<file path="config.mk">
export PLATFORM = sky130hd
export DESIGN_NAME = drink_dispenser
export DESIGN_NICKNAME = d
export VERILOG_FILES = /design/src/rtl/vending_pkg.sv /design/src/rtl/dispense_timer.sv /design/src/rtl/drink_dispenser.sv
export SDC_FILE = /design/constraint.sdc
export NUM_CORES = 1
export LEC_CHECK = 0
export BUFFER_PORTS_ARGS = -buffer_cell sky130_fd_sc_hd__buf_2
export CAP_MARGIN = 20
export CORE_MARGIN = 2
export CORE_UTILIZATION = 55
export CTS_BUF_LIST = sky130_fd_sc_hd__clkbuf_8 sky130_fd_sc_hd__clkbuf_16
export DETAILED_ROUTE_END_ITERATION = 8
export PLACE_DENSITY = 0.74
export REMOVE_ABC_BUFFERS = 1
export SETUP_SLACK_MARGIN = 0.5
export SLEW_MARGIN = 20
export SYNTH_ARGS = -nofsm -noshare
export SYNTH_HDL_FRONTEND = slang
export SYNTH_HIERARCHICAL = 1
export SYNTH_SLANG_ARGS = --single-unit
</file>
<file path="constraint.sdc">
create_clock -name clk -period 3.5 [get_ports clk]
set_clock_uncertainty 0.15 [all_clocks]
set_input_delay 1.05 -clock clk [delete_from_list [all_inputs] [get_ports clk]]
set_output_delay 1.05 -clock clk [all_outputs]
set_load 0.02 [all_outputs]
</file>
<file path="src/rtl/vending_pkg.sv">
// Shared types and default timing constants for the vending machine dispense path.
package vending_pkg;

    typedef enum logic [2:0] {
        ST_IDLE      = 3'd0,
        ST_RUN       = 3'd1,
        ST_WAIT_DROP = 3'd2,
        ST_DONE      = 3'd3,
        ST_FAULT     = 3'd4
    } disp_state_t;

    localparam int DISP_MOTOR_CYCLES = 1000;
    localparam int DISP_DROP_TIMEOUT = 4000;
    localparam int DISP_FIN_CYCLES   = 4;
    localparam int DISP_STOCK_W      = 4;
    localparam int DISP_STOCK_INIT   = 8;

    function automatic int disp_max(input int a, input int b);
        return (a > b) ? a : b;
    endfunction

endpackage

</file>
<file path="src/rtl/dispense_timer.sv">
// Load/enable down-counter shared by the motor, drop-wait and fin phases.
// Load wins over enable; tc_o is high while the count sits at zero.
module dispense_timer #(
    parameter int W = 12
) (
    input  logic         clk,
    input  logic         rst,
    input  logic         load_i,
    input  logic [W-1:0] load_val_i,
    input  logic         en_i,
    output logic         tc_o
);

    logic [W-1:0] cnt_q;

    always_ff @(posedge clk) begin
        if (rst) begin
            cnt_q <= '0;
        end else if (load_i) begin
            cnt_q <= load_val_i;
        end else if (en_i && (cnt_q != '0)) begin
            cnt_q <= cnt_q - W'(1);
        end
    end

    assign tc_o = (cnt_q == '0);

endmodule

</file>
<file path="src/rtl/drink_dispenser.sv">
// Dispenser-side responder: request edge -> motor run -> drop confirm -> active-low fin strobe.
// Request edge to motor_on is 2 cycles; requests arriving outside IDLE are dropped, no backpressure.
module drink_dispenser
    import vending_pkg::*;
#(
    parameter int MOTOR_CYCLES = DISP_MOTOR_CYCLES,
    parameter int DROP_TIMEOUT = DISP_DROP_TIMEOUT,
    parameter int FIN_CYCLES   = DISP_FIN_CYCLES,
    parameter int STOCK_W      = DISP_STOCK_W,
    parameter int STOCK_INIT   = DISP_STOCK_INIT
) (
    input  logic               clk,
    input  logic               rst,
    input  logic               drink_contral,
    input  logic               sensor_drop,
    input  logic               refill,
    output logic               motor_on,
    output logic               drink_out_fin,
    output logic               empty,
    output logic               fault,
    output logic [STOCK_W-1:0] stock
);

    localparam int TW = $clog2(disp_max(MOTOR_CYCLES, DROP_TIMEOUT) + 1);
    localparam logic [TW-1:0] RUN_LD  = TW'(MOTOR_CYCLES - 1);
    localparam logic [TW-1:0] WAIT_LD = TW'(DROP_TIMEOUT - 1);
    localparam logic [TW-1:0] FIN_LD  = TW'(FIN_CYCLES - 1);

    disp_state_t        state_q, state_d;
    logic               ctl_q, ctl_prev_q;
    logic               sens_s1_q, sens_s2_q, sens_s3_q;
    logic               drop_seen_q, drop_seen_d;
    logic               dec_pend_q, dec_pend_d;
    logic [STOCK_W-1:0] stock_q, stock_d;
    logic               tmr_load, tmr_en, tmr_tc;
    logic [TW-1:0]      tmr_val;
    logic               req_edge, sens_edge;

    assign req_edge  = ctl_q & ~ctl_prev_q;
    assign sens_edge = sens_s2_q & ~sens_s3_q;

    dispense_timer #(.W(TW)) u_timer (
        .clk        (clk),
        .rst        (rst),
        .load_i     (tmr_load),
        .load_val_i (tmr_val),
        .en_i       (tmr_en),
        .tc_o       (tmr_tc)
    );

    always_comb begin
        state_d     = state_q;
        drop_seen_d = drop_seen_q;
        dec_pend_d  = 1'b0;
        tmr_load    = 1'b0;
        tmr_val     = '0;
        tmr_en      = 1'b0;
        case (state_q)
            ST_IDLE: begin
                // A same-cycle refill makes an empty machine dispensable right away.
                if (req_edge && (!empty || refill)) begin
                    state_d     = ST_RUN;
                    tmr_load    = 1'b1;
                    tmr_val     = RUN_LD;
                    drop_seen_d = 1'b0;
                end
            end
            ST_RUN: begin
                tmr_en = 1'b1;
                if (sens_edge) drop_seen_d = 1'b1;
                if (tmr_tc) begin
                    tmr_load = 1'b1;
                    if (drop_seen_q || sens_edge) begin
                        state_d    = ST_DONE;
                        tmr_val    = FIN_LD;
                        dec_pend_d = 1'b1;
                    end else begin
                        state_d = ST_WAIT_DROP;
                        tmr_val = WAIT_LD;
                    end
                end
            end
            ST_WAIT_DROP: begin
                tmr_en = 1'b1;
                // Sensor is checked before timeout so a coincident drop still completes.
                if (sens_edge) begin
                    state_d    = ST_DONE;
                    tmr_load   = 1'b1;
                    tmr_val    = FIN_LD;
                    dec_pend_d = 1'b1;
                end else if (tmr_tc) begin
                    state_d = ST_FAULT;
                end
            end
            ST_DONE: begin
                tmr_en = 1'b1;
                if (tmr_tc) begin
                    state_d     = ST_IDLE;
                    drop_seen_d = 1'b0;
                end
            end
            ST_FAULT: state_d = ST_FAULT;
            default:  state_d = ST_IDLE;
        endcase
    end

    always_comb begin
        stock_d = stock_q;
        if (refill && (state_q != ST_RUN)) begin
            stock_d = STOCK_W'(STOCK_INIT);
        end else if (dec_pend_q && (stock_q != '0)) begin
            stock_d = stock_q - STOCK_W'(1);
        end
    end

    always_ff @(posedge clk) begin
        if (rst) begin
            state_q     <= ST_IDLE;
            ctl_q       <= 1'b0;
            ctl_prev_q  <= 1'b0;
            sens_s1_q   <= 1'b0;
            sens_s2_q   <= 1'b0;
            sens_s3_q   <= 1'b0;
            drop_seen_q <= 1'b0;
            dec_pend_q  <= 1'b0;
            stock_q     <= STOCK_W'(STOCK_INIT);
        end else begin
            state_q     <= state_d;
            ctl_q       <= drink_contral;
            ctl_prev_q  <= ctl_q;
            sens_s1_q   <= sensor_drop;
            sens_s2_q   <= sens_s1_q;
            sens_s3_q   <= sens_s2_q;
            drop_seen_q <= drop_seen_d;
            dec_pend_q  <= dec_pend_d;
            stock_q     <= stock_d;
        end
    end

    assign motor_on      = (state_q == ST_RUN);
    assign drink_out_fin = (state_q != ST_DONE);
    assign fault         = (state_q == ST_FAULT);
    assign stock         = stock_q;
    assign empty         = (stock_q == '0);

endmodule
</file>
Word level (Yosys, flattened, before mapping)
Index checks and enable logic that the tools add are counted.
{ "totals": {"in_bits": 5, "latch_bits": 0, "memories": 0, "mem_bits_ro": 0, "mem_bits_rw": 0, "register_bits": 26} }
{ "op_classes": {"order_cmp": 0, "multipliers": 0, "addsub": 2, "shift": 0, "eq_ne": 11, "reduce_logical": 18, "n_mux": 26, "div": 0, "bitwise_logic": 4} }
{ "op_table": {"columns": ["cell", "count"], "rows": [
  ["$mux W12", 4],
  ["$pmux W12 S3", 1],
  ["$mux W3", 5],
  ["$pmux W3 S5", 1],
  ["$logic_not A12 Y1", 1],
  ["$reduce_bool A12 Y1", 1],
  ["$sub A12 B1 Y12 const B", 1],
  ["$mux W1", 10],
  ["$mux W10", 1],
  ["$reduce_and A4 Y1", 2],
  ["$eq A3 B2 Y1 const B", 2],
  ["$pmux W1 S3", 2],
  ["$logic_and A1 B1 Y1", 4],
  ["$logic_not A4 Y1", 1],
  ["$ne A2 B1 Y1 const B", 2],
  ["$ne A2 B2 Y1 const B", 2],
  ["$reduce_bool A4 Y1", 1],
  ["$sub A4 B1 Y4 const B", 1],
  ["$eq A3 B1 Y1 const B", 1],
  ["$eq A3 B3 Y1 const B", 1],
  ["$logic_not A3 Y1", 1],
  ["$ne A3 B1 Y1 const B", 1],
  ["$ne A3 B2 Y1 const B", 1],
  ["$ne A3 B3 Y1 const B", 1],
  ["10 further kinds", 13]
]} }

Longest topological paths before layout
Gate-level depths: netlist of run 1.
{ "depth": {"word_depth": 7, "mapped_depth": 10, "mapped_depth_nobuf": 10} }

Modules after synthesis
The synthesis of run 1 kept the hierarchy.
{ "by_module_without_submodules": {"columns": ["module", "area_per_inst_um2", "n_inst", "cells_each", "seq_area_each_um2"], "rows": [
  ["dispense_timer", 753.2, 1, 90, 240.2],
  ["drink_dispenser", 737.0, 1, 83, 280.3]
]} }

Worst setup path before layout of run 1
OpenSTA, ideal clock, no wires.
{ "synth_path": {"path_type": "register to register", "start": "register u_timer.cnt_q[0]", "end": "register u_timer.cnt_q[3]", "setup_time_ps": 129, "path_slack_ps": 361, "arrival_ps": 2860, "period_less_slack_ps": 3139, "path_stages_with_launch": 11, "n_path_buf": 1, "cell_sequence": "dfxtp_1 inv_1 ha_1 or4b_2 nor3_2 nand3_1 a31oi_1 clkbuf_1 nor3b_1 a221oi_1 nor2_1"} }
{ "synth_via": {"elab_chain_len": 4, "elab_cells_between_ends": 11} }
{ "synth_rtl": {"columns": ["item", "line", "source"], "rows": [
  ["from (decl)", "dispense_timer.sv:14", "logic [W-1:0] cnt_q;"],
  ["from (signal assigned)", "dispense_timer.sv:20", "cnt_q <= load_val_i;"],
  ["from (signal assigned)", "dispense_timer.sv:22", "cnt_q <= cnt_q - W'(1);"],
  ["$logic_not A12 Y1 (*)", "dispense_timer.sv:26", "assign tc_o = (cnt_q == '0);"],
  ["via tmr_tc", "drink_dispenser.sv:35", "logic tmr_load, tmr_en, tmr_tc;"],
  ["$mux W1 (*)", "drink_dispenser.sv:71", "if (tmr_tc) begin"],
  ["$pmux W1 S3 (*)", "drink_dispenser.sv:58", "case (state_q)"],
  ["via tmr_load", "drink_dispenser.sv:35", null],
  ["$mux W12 / $reduce_bool A2 Y1 (equally long branches)", null, null]
]} }
The timed path passes the listed nets; every way through them passes the cells marked *. The select of a mux whose other input is x is not followed.
A chain may end at the register's enable or synchronous reset.

Worst setup path in the final report of run 1
{ "layout_path": {"start": "register u_timer.cnt_q[1]", "end": "register u_timer.cnt_q[3]"} }
Same word-level chain as after synthesis.

==> results of run 1 <==
synth_stat cells, types with 2 or more instances:
library cell / n / share of area
nor2_1: 14 / 0.035
o31ai_1: 4 / 0.020
nor3_2: 2 / 0.013
a311oi_1: 3 / 0.018
or3_1: 3 / 0.013
nand3_1: 2 / 0.0067
a211oi_1: 5 / 0.025
dfxtp_1: 26 / 0.35
nand3b_1: 2 / 0.010
nor3b_1: 6 / 0.030
and2b_2: 3 / 0.018
o31a_1: 2 / 0.012
nor4_1: 3 / 0.013
inv_1: 9 / 0.023
nor3_1: 7 / 0.024
mux2i_1: 2 / 0.013
a21oi_1: 11 / 0.037
buf_6: 2 / 0.015
nor2b_1: 6 / 0.025
nand2_1: 9 / 0.023
and2_1: 2 / 0.0084
xnor2_1: 3 / 0.018
or4_1: 5 / 0.025
o21ai_0: 4 / 0.013
a221oi_1: 2 / 0.012
clkbuf_1: 5 / 0.013
ha_1: 3 / 0.025
power by group:
part / total, mW / internal, mW / switching, mW / leakage [nW]
registers: 0.456 / 0.367 / 0.0885 / 0.212
clock network: 0.199 / 0.101 / 0.0978 / 0.0288
logic: 0.831 / 0.347 / 0.484 / 0.365
final cells by class:
type	instances	area (um2)
fill	211	885
timing repair buffer	17	97.6
sequential	26	520
tap	30	37.5
multi-input combinational	128	890
clock buffer	4	55.1
inverter	10	37.5
timing repair:
item,CTS,global route
pin swaps,1,2
setup endpoints to repair,3,10
hold buffers,0,0
buffers inserted,0,2
resized for setup,1,3
hold endpoints to repair,0,0
per-layer routing:
layer,track usage,up-vias
met1,0.272,601
met4,0.0816,0
met2,0.358,53
li1,-,661
met5,0,-
met3,0.0419,7
per-stage QoR:
stage / setup TNS (ns) / hold slack, ns / total power, mW
after CTS: 0 / 0.306 / 1.42
after global routing: 0 / 0.329 / 1.59
after detailed placement: 0 / 0.283 / 1.19
after floorplan: -0.393 / 0.264 / 0.995
after global placement: 0 / 0.275 / 1.17
final: 0 / 0.302 / 1.49
final timing paths:
kind	start	endpoint	slack, ns	depth (start not counted)
max	u_timer/cnt_q[1]	u_timer/cnt_q[3]	0.62	10
min	sens_s1_q	sens_s2_q	0.30	1
max reg2reg	u_timer/cnt_q[1]	u_timer/cnt_q[3]	0.62	10
min reg2reg	sens_s1_q	sens_s2_q	0.30	1
flip-flops by register name, summed over array words and instances (netlist names):
| register | count |
|---|---|
| ctl_q | 1 |
| sens_s2_q | 1 |
| drop_seen_q | 1 |
| dec_pend_q | 1 |
| ctl_prev_q | 1 |
| state_q | 3 |
| stock | 4 |
| sens_s1_q | 1 |
| sens_s3_q | 1 |
| u_timer/cnt_q | 12 |
logic make-up after synthesis:
logic type,count (synthesis),share of synthesized area
adders and majority gates,3,0.0252
and+or+nand+nor,78,0.329
xor gates and xnor gates,4,0.0235
buffers and inverters,19,0.0655
AOI/OAI and AO/OA,41,0.194
DFF,26,0.349
muxes,2,0.0134
==> reports/metrics.yaml, run 1 <==
port_buffers: 12
fin_nets: 194
initial_core_util: 0.591
grt_pass1_wl_um: 5440
avgSynthCellArea_um2: 8.61
dpl.cell_count: 209
tightest_slew_ns: 0.767
final_common_cell: "dfxtp_1"
cp_slowest_cell: "or4b_2"
dp_slack_ns: 0.555
period_needed_ns: 2.88
remaining_drc_errors: 0
syn_inst: 173
cp.arrival_ns: 2.88
fin_util: 0.649
cts_buffers: 3
rsz0062_at_grt: "false"
dr_wl_met3_um: 199
core_um2: 2520
ys_ff_latch: 26
yosys_most_used_dff: "dfxtp_1"
maxSlewViolCount: 0
final_hold_viol_count: 0
slew_headroom: 0.484
post_layout_nonfiller_instances: 215
clockBufferDepth: 2
cts_tree: "yes"
setup_viol: 0
ys_seq_area_frac: 0.349
dp_hpwl_um: 2290
max_cap_violations: 0
grt_usage: 0.214
vdd_drop_max_uv: 667
drive_gt1_frac: 0.216
h-tree-depth: 1
drt_pre_antenna_iters: 5
outcome: "finished, final reports clean"
top_layer_used: "met4"
fin_area_um2: 1640
wl_per_cell_um: 15.2
fin_crit_sh: 0.822
area_growth_pct: 9.91
cts_root_buf: "clkbuf_8"
min_path_type: "flop to flop"
fp.dieH_um: 56.1
ios: 13
yosysWarningCount: 6
drt_wl_total_um: 3270
cp_max_fo: 14
start_kind: "flop"
viasPerCell: 6.15
p_leak_nw: 0.606
cp_slowest_stage_delay_ns: 0.68
clock-sinks: 26
placed_cell_area_um2: 1550
grt-ovfl-total: 0
dieArea_um2: 3140
drt_iter0_drc: 62
final_cell_mix: "26 x dfxtp_1, 14 x nor2_1, 12 x buf_2, 11 x a21oi_1, 9 x nand2_1"
diodes: 0
setup_ws_ns: 0.623
num_rows: 18
cp-end-kind: "flop"
synth.distinct_cells: 55
clk_pin_slew_ns: 0.09
grt_max_degree: 26
route.vias.total: 1322
synth_edf_count: 0
critical_path_buf_inv_count: 2
met2_length_um: 1520
p_per_area_nw_per_um2: 907
die_x_um: 56.1
max_freq_mhz: 348
synthArstFlopShare: 0
mappedNetlistArea_um2: 1490
drt-met1-wl_um: 1490
critPathKind: "flop to flop"
crit_required_ns: 3.50
antenna_left: 0
cp_top_family: "simple AND/OR/NAND/NOR gates"
clkLatencyLatePin_ns: 0.28
crit_chain: "inv_1 -> ha_1 -> or4b_2 -> nor3_4 -> nand3_1 -> a31oi_2 -> buf_4 -> nor3b_1 -> a221oi_1 -> nor2_1"
antenna_found_initial: 0
grt_pass1_vias: 1221
place.gp.congestion: 0.863
(Power assumes the default switching activity.)
==> run 2: changes to the inputs <==
Clock period 3.5 ns to 2.91 ns, I/O delays scaled along.
==> reports/metrics.yaml, run 2 (synthesis results as in run 1) <==
clkLatencyLatePin_ns: 0.27  # about the same
max_cap_violations: 0  # unchanged
grt_max_degree: 26  # unchanged
drt_iter0_drc: 97  # +56%
cp_slowest_cell: "or4b_4"
wl_per_cell_um: 16.1  # +5.6%
worst_path_most_repeated_cell: "a21oi_1"
port_buffers: 12  # unchanged
fin_util: 0.734  # +0.0848
start_kind: "flop"
outcome: "finished, final reports clean"
final_common_cell: "dfxtp_1"
slew_headroom: 0.353  # -0.131
p_per_area_nw_per_um2: 1150  # +26%
finalPower_mw: 2.12  # +43%
r2r_setup_slack_ns: 0.36  # -0.26 ns
grt-ovfl-total: 0  # unchanged
largest_reg_flops: 12  # unchanged
cts_root_buf: "clkbuf_8"
grt_pass1_vias: 1201  # -1.6%
hold_depth: 1  # unchanged
max_freq_mhz: 392  # +13%
maxSlewViolCount: 0  # unchanged
cp-end-kind: "flop"
p_leak_nw: 0.692  # +14%
critPathKind: "flop to flop"
clockBufferDepth: 2  # unchanged
crit_chain: "inv_2 -> ha_4 -> or4b_4 -> nor3_4 -> nand3_2 -> a31oi_4 -> buf_6 -> buf_4 -> nor3b_1 -> a21oi_1 -> a21oi_1"
die_x_um: 56.1  # unchanged
diodes: 0  # unchanged
rsz0062_at_grt: "true"
core_um2: 2520  # unchanged
grt_usage: 0.216  # +0.00138
period_needed_ns: 2.55  # -0.328 ns
drt_wl_total_um: 3650  # +12%
r2r_start: "u_timer/cnt_q[0]"
remaining_drc_errors: 0  # unchanged
final_cell_mix: "22 x dfxtp_1, 13 x buf_4, 12 x buf_2, 10 x nor2_1, 10 x a21oi_1"
regMostFlops: "u_timer/cnt_q"
cp_max_fo: 5  # -9
drive_gt1_frac: 0.371  # +0.154
holdPathEnd: "sens_s2_q"
fillCellCount: 191  # -9.5%
min_from: "sens_s1_q"
tns_ns: 0  # unchanged
dp_hpwl_um: 2100  # -8.0%
h-tree-depth: 1  # unchanged
r2r-end: "u_timer/cnt_q[6]"
antenna_found_initial: 0  # unchanged
crit_required_ns: 2.90  # -0.60 ns
dieArea_um2: 3140  # unchanged
initial_core_util: 0.591  # unchanged
cp.arrival_ns: 2.54  # -0.34 ns
min_path_type: "flop to flop"
ios: 13  # unchanged
cts_tree: "yes"
vdd_drop_max_uv: 819  # +23%
fin_nets: 206  # +6.2%
num_rows: 18  # unchanged
drt_pre_antenna_iters: 5  # unchanged
fp.dieH_um: 56.1  # unchanged
place.gp.congestion: 0.888  # +3.0%
fin_crit_sh: 0.876  # +0.0540
area_growth_pct: 24.3
route.vias.total: 1459  # +10%
grt_pass1_wl_um: 5500  # +1.1%
cp_slowest_stage_delay_ns: 0.50  # -0.18 ns
final_hold_viol_count: 0  # unchanged
antenna_left: 0  # unchanged
clock-sinks: 26  # unchanged
r2r_cells: 11  # +1
cts_buffers: 3  # unchanged
clk_pin_slew_ns: 0.09  # about the same
viasPerCell: 6.43  # +4.5%
cts_hold_buffers: 0  # unchanged
setup_viol: 0  # unchanged
tightest_slew_ns: 0.961  # +0.194 ns
run 2: cell types whose count changed in the layout (fill, tap and decap cells not counted), moves of 3 or more:
cell     delta
buf_6       +3
dfxtp_1     -4
buf_4       +8
nor2_1      -4
nor2_2      +4
dfxtp_2     +3
run 2: per-stage QoR:
| stage | setup WS [ns] | instance area (um2) | cells | hold slack (ns) |
|---|---|---|---|---|
| 2_1_floorplan | -0.794 | 1430 | 164 | 0.264 |
| 3_3_place_gp | 0.214 | 1570 | 211 | 0.276 |
| 3_5_place_dp | 0.152 | 1570 | 211 | 0.278 |
| 4_1_cts | 0.494 | 1720 | 222 | 0.307 |
| 5_1_grt | 0.312 | 1850 | 227 | 0.326 |
| 6_report | 0.361 | 1850 | 227 | 0.303 |
run 2: worst max-delay path by stage:
stage                                 from                 to
after floorplan           u_timer/cnt_q[0]   u_timer/cnt_q[3]
after global placement    u_timer/cnt_q[0]   u_timer/cnt_q[3]
after detailed placement  u_timer/cnt_q[0]  u_timer/cnt_q[10]
after CTS                           refill  u_timer/cnt_q[10]
after global routing      u_timer/cnt_q[1]   u_timer/cnt_q[6]
final                     u_timer/cnt_q[0]   u_timer/cnt_q[6]
run 2: where the power goes:
| group | switching [mW] | leakage (nW) | internal [mW] |
|---|---|---|---|
| clock network | 0.108 | 0.0288 | 0.121 |
| registers | 0.122 | 0.214 | 0.445 |
| logic | 0.696 | 0.449 | 0.631 |
| total | 0.926 | 0.692 | 1.20 |
run 2: per-layer routing:
layer | wire length, um | up-vias | global-route usage
met5 | 0 | - | 0
met2 | 1720 | 84 | 0.350
met4 | 99 | 0 | 0.0578
met1 | 1570 | 676 | 0.301
li1 | - | 683 | -
met3 | 267 | 16 | 0.0302
run 2: layout make-up:
| class | instances | area [um2] | share of cell area |
|---|---|---|---|
| Tap cell | 30 | 37.5 | 0.0203 |
| Inverter | 10 | 37.5 | 0.0203 |
| Sequential cell | 26 | 528 | 0.285 |
| Multi-Input combinational cell | 128 | 982 | 0.530 |
| Clock buffer | 4 | 55.1 | 0.0297 |
| Timing Repair Buffer | 29 | 211 | 0.114 |
run 2: critical path, delay by kind of cell, from the launching register on:
kind                     cells  cell delay (ns)
buffers and inverters        3             0.35
flip-flops                   1             0.33
adder cells (fa/ha/maj)      1             0.12
AND/OR/NAND/NOR              4             0.95
AO/OA/AOI/OAI                3             0.51
run 2: timing repair:
item                       CTS  global route
buffers inserted             6             5
gates cloned                 1             0
resized for setup           12            25
pin swaps                    3            10
hold endpoints to repair     0             0
setup endpoints to repair   13            15
